### src/rtl/ex_mem_pkg.sv
// rtl/ex_mem_pkg.sv - shared widths, MEM control bit indices and payload layout for the EX/MEM stage
package ex_mem_pkg;

  localparam int DATA_W_DEF     = 32;
  localparam int REG_ADDR_W_DEF = 5;
  localparam int WB_W_DEF       = 2;
  localparam int MEM_W_DEF      = 2;

  localparam int MEM_WRITE_BIT  = 0;
  localparam int MEM_READ_BIT   = 1;

  // Payload layout at the default widths; the stage rebuilds it at its own parameter widths.
  typedef struct packed {
    logic [WB_W_DEF-1:0]       wb;
    logic [MEM_W_DEF-1:0]      mem;
    logic [DATA_W_DEF-1:0]     alu_out;
    logic [DATA_W_DEF-1:0]     mem_wdata;
    logic [REG_ADDR_W_DEF-1:0] rd_addr;
  } ex_mem_payload_t;

endpackage

### src/rtl/pipe_skid_buf.sv
// rtl/pipe_skid_buf.sv - generic 2-entry (main + skid) valid/ready pipeline buffer with synchronous flush
module pipe_skid_buf #(
  parameter int PAYLOAD_W = 8
) (
  input  logic                 clk_i,
  input  logic                 rst_i,
  input  logic                 flush_i,
  input  logic                 in_valid_i,
  output logic                 in_ready_o,
  input  logic [PAYLOAD_W-1:0] in_data_i,
  output logic                 out_valid_o,
  input  logic                 out_ready_i,
  output logic [PAYLOAD_W-1:0] out_data_o
);

  logic                 main_valid_q, main_valid_d;
  logic                 skid_valid_q, skid_valid_d;
  logic [PAYLOAD_W-1:0] main_data_q, main_data_d;
  logic [PAYLOAD_W-1:0] skid_data_q, skid_data_d;
  logic                 in_xfer;
  logic                 out_xfer;

  // Ready depends only on registered state, so there is no ready_i -> ready_o path.
  assign in_ready_o  = ~skid_valid_q;
  assign out_valid_o = main_valid_q;
  assign out_data_o  = main_data_q;
  assign in_xfer     = in_valid_i & in_ready_o;
  assign out_xfer    = main_valid_q & out_ready_i;

  always_comb begin
    main_valid_d = main_valid_q;
    skid_valid_d = skid_valid_q;
    main_data_d  = main_data_q;
    skid_data_d  = skid_data_q;
    if (flush_i) begin
      main_valid_d = 1'b0;
      skid_valid_d = 1'b0;
    end else if (!main_valid_q || out_xfer) begin
      if (skid_valid_q) begin
        main_valid_d = 1'b1;
        main_data_d  = skid_data_q;
        skid_valid_d = in_xfer;
        if (in_xfer) skid_data_d = in_data_i;
      end else begin
        main_valid_d = in_xfer;
        if (in_xfer) main_data_d = in_data_i;
      end
    end else if (in_xfer) begin
      skid_valid_d = 1'b1;
      skid_data_d  = in_data_i;
    end
  end

  always_ff @(posedge clk_i or posedge rst_i) begin
    if (rst_i) begin
      main_valid_q <= 1'b0;
      skid_valid_q <= 1'b0;
      main_data_q  <= '0;
      skid_data_q  <= '0;
    end else begin
      main_valid_q <= main_valid_d;
      skid_valid_q <= skid_valid_d;
      main_data_q  <= main_data_d;
      skid_data_q  <= skid_data_d;
    end
  end

endmodule

### src/rtl/ex_mem_skid_stage.sv
// rtl/ex_mem_skid_stage.sv - EX->MEM pipeline stage with skid buffer, flush and bubble gating; EX_MEM_STALL_CNT_EN adds stall_cnt_o
module ex_mem_skid_stage
  import ex_mem_pkg::*;
#(
  parameter int DATA_W     = DATA_W_DEF,
  parameter int REG_ADDR_W = REG_ADDR_W_DEF,
  parameter int WB_W       = WB_W_DEF,
  parameter int MEM_W      = MEM_W_DEF
) (
  input  logic                  clk_i,
  input  logic                  rst_i,
  input  logic                  flush_i,
  input  logic                  valid_i,
  output logic                  ready_o,
  input  logic [WB_W-1:0]       WB_i,
  input  logic [MEM_W-1:0]      MEM_i,
  input  logic [DATA_W-1:0]     ALUout_i,
  input  logic [DATA_W-1:0]     MemWriteData_i,
  input  logic [REG_ADDR_W-1:0] RegWriteAddr_i,
  output logic                  valid_o,
  input  logic                  ready_i,
  output logic [DATA_W-1:0]     ALUout_o,
  output logic [DATA_W-1:0]     MemWriteData_o,
  output logic [REG_ADDR_W-1:0] RegWriteAddr_o,
  output logic [WB_W-1:0]       WB_o,
  output logic                  MemWrite_o,
  output logic                  MemRead_o
`ifdef EX_MEM_STALL_CNT_EN
  ,
  output logic [15:0]           stall_cnt_o
`endif
);

  typedef struct packed {
    logic [WB_W-1:0]       wb;
    logic [MEM_W-1:0]      mem;
    logic [DATA_W-1:0]     alu_out;
    logic [DATA_W-1:0]     mem_wdata;
    logic [REG_ADDR_W-1:0] rd_addr;
  } payload_t;

  localparam int PAYLOAD_W = $bits(payload_t);

  payload_t in_pl;
  payload_t out_pl;

  assign in_pl = '{wb: WB_i, mem: MEM_i, alu_out: ALUout_i,
                   mem_wdata: MemWriteData_i, rd_addr: RegWriteAddr_i};

  pipe_skid_buf #(.PAYLOAD_W(PAYLOAD_W)) u_skid (
    .clk_i       (clk_i),
    .rst_i       (rst_i),
    .flush_i     (flush_i),
    .in_valid_i  (valid_i),
    .in_ready_o  (ready_o),
    .in_data_i   (in_pl),
    .out_valid_o (valid_o),
    .out_ready_i (ready_i),
    .out_data_o  (out_pl)
  );

  // Data fields keep their last value on bubbles; control is gated so a bubble never writes.
  assign ALUout_o       = out_pl.alu_out;
  assign MemWriteData_o = out_pl.mem_wdata;
  assign RegWriteAddr_o = out_pl.rd_addr;
  assign WB_o           = valid_o ? out_pl.wb : '0;
  assign MemWrite_o     = valid_o & out_pl.mem[MEM_WRITE_BIT];
  assign MemRead_o      = valid_o & out_pl.mem[MEM_READ_BIT];

`ifdef EX_MEM_STALL_CNT_EN
  logic [15:0] stall_cnt_q, stall_cnt_d;

  always_comb begin
    stall_cnt_d = stall_cnt_q;
    if (valid_o && !ready_i && stall_cnt_q != 16'hFFFF) stall_cnt_d = stall_cnt_q + 16'd1;
  end

  always_ff @(posedge clk_i or posedge rst_i) begin
    if (rst_i) stall_cnt_q <= 16'd0;
    else       stall_cnt_q <= stall_cnt_d;
  end

  assign stall_cnt_o = stall_cnt_q;
`endif

endmodule
### config.mk
export PLATFORM = sky130hd
export DESIGN_NAME = ex_mem_skid_stage
export DESIGN_NICKNAME = d
export VERILOG_FILES = /design/src/rtl/ex_mem_pkg.sv /design/src/rtl/pipe_skid_buf.sv /design/src/rtl/ex_mem_skid_stage.sv
export SDC_FILE = /design/constraint.sdc
export NUM_CORES = 1
export LEC_CHECK = 0
export ABC_AREA = 1
export BUFFER_PORTS_ARGS = -buffer_cell sky130_fd_sc_hd__buf_2
export CAP_MARGIN = 15
export CORE_ASPECT_RATIO = 0.8
export CORE_MARGIN = 4
export CORE_UTILIZATION = 45
export CTS_CLUSTER_DIAMETER = 50
export DETAILED_ROUTE_END_ITERATION = 6
export PLACE_DENSITY_LB_ADDON = 0.25
export SETUP_SLACK_MARGIN = 0.5
export SYNTH_ARGS = -nofsm -noshare
export SYNTH_HDL_FRONTEND = slang
export SYNTH_HIERARCHICAL = 1
export SYNTH_SLANG_ARGS = --single-unit
### constraint.sdc
create_clock -name clk_i -period 5.2 [get_ports clk_i]
set_clock_uncertainty 0.05 [all_clocks]
set_input_delay 0.52 -clock clk_i [delete_from_list [all_inputs] [get_ports clk_i]]
set_output_delay 0.52 -clock clk_i [all_outputs]
set_load 0.02 [all_outputs]
==> flow_summary.yaml <==
status:
  status: "finished, final reports clean"
route:
  wl_per_cell_um: 14.69
  vias: 6119
  vias_per_cell: 5.053
  detail-route-antenna-nets: 0
  drc: 0
  drt_iter0_drc: 461
  routed_wl_um: 17790
  firstDrtPassIters: 6
setup_path:
  max_stage_delay_ns: 0.80
  crit_arrival_ns: 3.45
  crit_fanout: 52
  worstSetupPathType: "register to register"
  required_ns: 5.50
  endpoint_kind: "register"
  cpMostUsedCell: "buf_4"
  crit_chain: "buf_4, nor2_1, nor2_4, buf_4, nand3_1, nand2_1"
  cp_slowest_cell: "nor2_4"
  cp-start-kind: "register"
global_routing:
  grt_start_max_net_pins: 112
  grt-ovfl-total: 0
  grt_pass1_vias: 5961
  grt_pass1_wl_um: 30090
  antenna_found_initial: 2
  gr-usage-all-layers: 0.2113
timing:
  fmax_ghz: 0.3179
  finalCriticalPeriod_ns: 3.146
  setup_tns_ns: 0
  finalCritPeriodShare: 0.6049
  slew_viol_final: 0
  setup_viol: 0
  rsz0062_at_grt: "no"
  hold_slack_ns: 0.2933
  slew_headroom: 0.3199
  finalHoldViolations: 0
  worstMarginPinSlew_ns: 1.018
synthesis:
  syn_area_per_cell_um2: 7.736
  yosys.area.top_type_share: 0.5379
  synth.ff_latch_count: 148
  netlist_area_um2: 6885
  yosys.area.top_type: "dfrtp_1"
  synth_fp_nets: 968
  synth.area.top_cells: "dfrtp_1, nand2_1, nand3_1, buf_2, buf_6"
  ys_seq_area_frac: 0.5379
  synth.distinct_cells: 17
  ys_warn_count: 6
  syn_inst: 890
power:
  vdd_drop_max_v: 0.0002162
  p_leak_nw: 4.741
  p_per_area_nw_per_um2: 400.1
clock_network:
  post_cts_resized: 0
  htreeDepth: 4
  cts_tree: "built"
  clockBufferDepth: 2
  clk_pin_slew_ns: 0.06
  cts_setup_buffers: 0
  hold_buffers: 0
  cts_buffers: 17
  clock-root-buffer: "clkbuf_16"
  clk_latency_ns: 0.42
  clock_sinks: 148
final_layout:
  syn2layout_area_growth_pct: 18.26
  nNetsFinal: 1086
  final_cell_mix: "nand2_1, buf_2, dfrtp_1"
  final_common_cell: "nand2_1"
  drive_gt1_frac: 0.1978
floorplan:
  boundaryPins: 153
  fp-row-count: 40
  dieWidth_um: 146.3
  coreArea_um2: 15010
  dieArea_um2: 17360
  die_h_um: 118.6
  initial_core_util: 0.4586
placed_design:
  hpwl_um: 10170
  gp_congestion: 0.7909
  port_buffers: 152
min_path:
  min_path_type: "input port to register"
flow_run:
  drv_cap: 0
[metal layers]
layer | vias up | global-route usage | wire length, um
met3 | 25 | 0.05634 | 1066
met1 | 2874 | 0.2969 | 8587
met4 | 2 | 0.07286 | 255
met2 | 203 | 0.3174 | 7867
li1 | 3015 | - | -
met5 | - | 0 | 12
[layout make-up]
cell class | count | area, um^2
antenna | 1 | 2.502
clock buffer | 23 | 508.0
clock inverter | 9 | 75.07
fill | 1442 | 6872
inverter | 10 | 42.54
multi-input combinational | 672 | 2760
sequential | 148 | 3705
tap | 189 | 236.5
timing repair buffer | 159 | 813.3
[state kept, by name, summed over array words and instances, names as in the netlist]
name                 cells
u_skid/skid_valid_q      1
u_skid/skid_data_q      73
u_skid/out_valid_o       1
u_skid/out_data_o       73
[worst max-delay path: cells and delay by family, from the launching register on]
family | cells | cell delay (ns)
AND/OR/NAND/NOR | 4 | 1.25
flip-flops | 1 | 0.66
buffers and inverters | 2 | 1.06
[final timing paths]
| path | endpoint | depth (start not counted) | from | slack [ns] |
|---|---|---|---|---|
| setup / recovery | u_skid/out_data_o[24]$_DFFE_PP0P_ | 6 | u_skid/skid_valid_q$_DFFE_PP0P_ | 2.05 |
| setup reg to reg | u_skid/out_data_o[24]$_DFFE_PP0P_ | 6 | u_skid/skid_valid_q$_DFFE_PP0P_ | 2.05 |
| min in group asynchronous | u_skid/out_data_o[40]$_DFFE_PP0P_ | 2 | rst_i | 0.30 |
| max in group asynchronous | u_skid/skid_data_q[52]$_DFFE_PP0P_ | 3 | rst_i | 3.71 |
| hold reg to reg | u_skid/skid_data_q[15]$_DFFE_PP0P_ | 2 | u_skid/skid_data_q[15]$_DFFE_PP0P_ | 0.42 |
| hold / removal | u_skid/skid_data_q[13]$_DFFE_PP0P_ | 3 | MemWriteData_i[8] | 0.29 |
[cells in the mapped netlist, drive strengths merged]
| cell type | count |
|---|---|
| dfrtp | 148 |
| inv | 10 |
| nor2 | 5 |
| nand3 | 148 |
| nor3 | 1 |
| buf | 57 |
| a21oi | 1 |
| clkbuf | 3 |
| nand2 | 517 |
[per-stage QoR]
step	setup slack [ns]	area, um^2	instances	util	total power [W]
after floorplan	0.6503	6885	890	-	0.001879
after global placement	2.145	7557	1178	0.5033	0.002069
after detailed placement	2.074	7557	1178	0.5033	0.002081
after CTS	2.068	8140	1210	0.5422	0.003292
after global routing	1.791	8143	1211	0.5423	0.003445
final	2.054	8143	1211	0.5423	0.003258
[cells by family after synthesis]
logic type             after synthesis  share of synthesized area
and+or+nand+nor                    671                     0.3983
DFF                                148                     0.5379
buffers and inverters               70                    0.06306
AOI/OAI and AO/OA                    1                  0.0007262
[power by group]
group	internal [W]	switching [W]	total [W]
Combinational	0.000193	0.000379	0.000573
Clock	0.000730	0.000469	0.00120
Sequential	0.00137	0.000117	0.00149
Total	0.00229	0.000965	0.00326
Note: power is estimated with default switching activity, not from simulation.
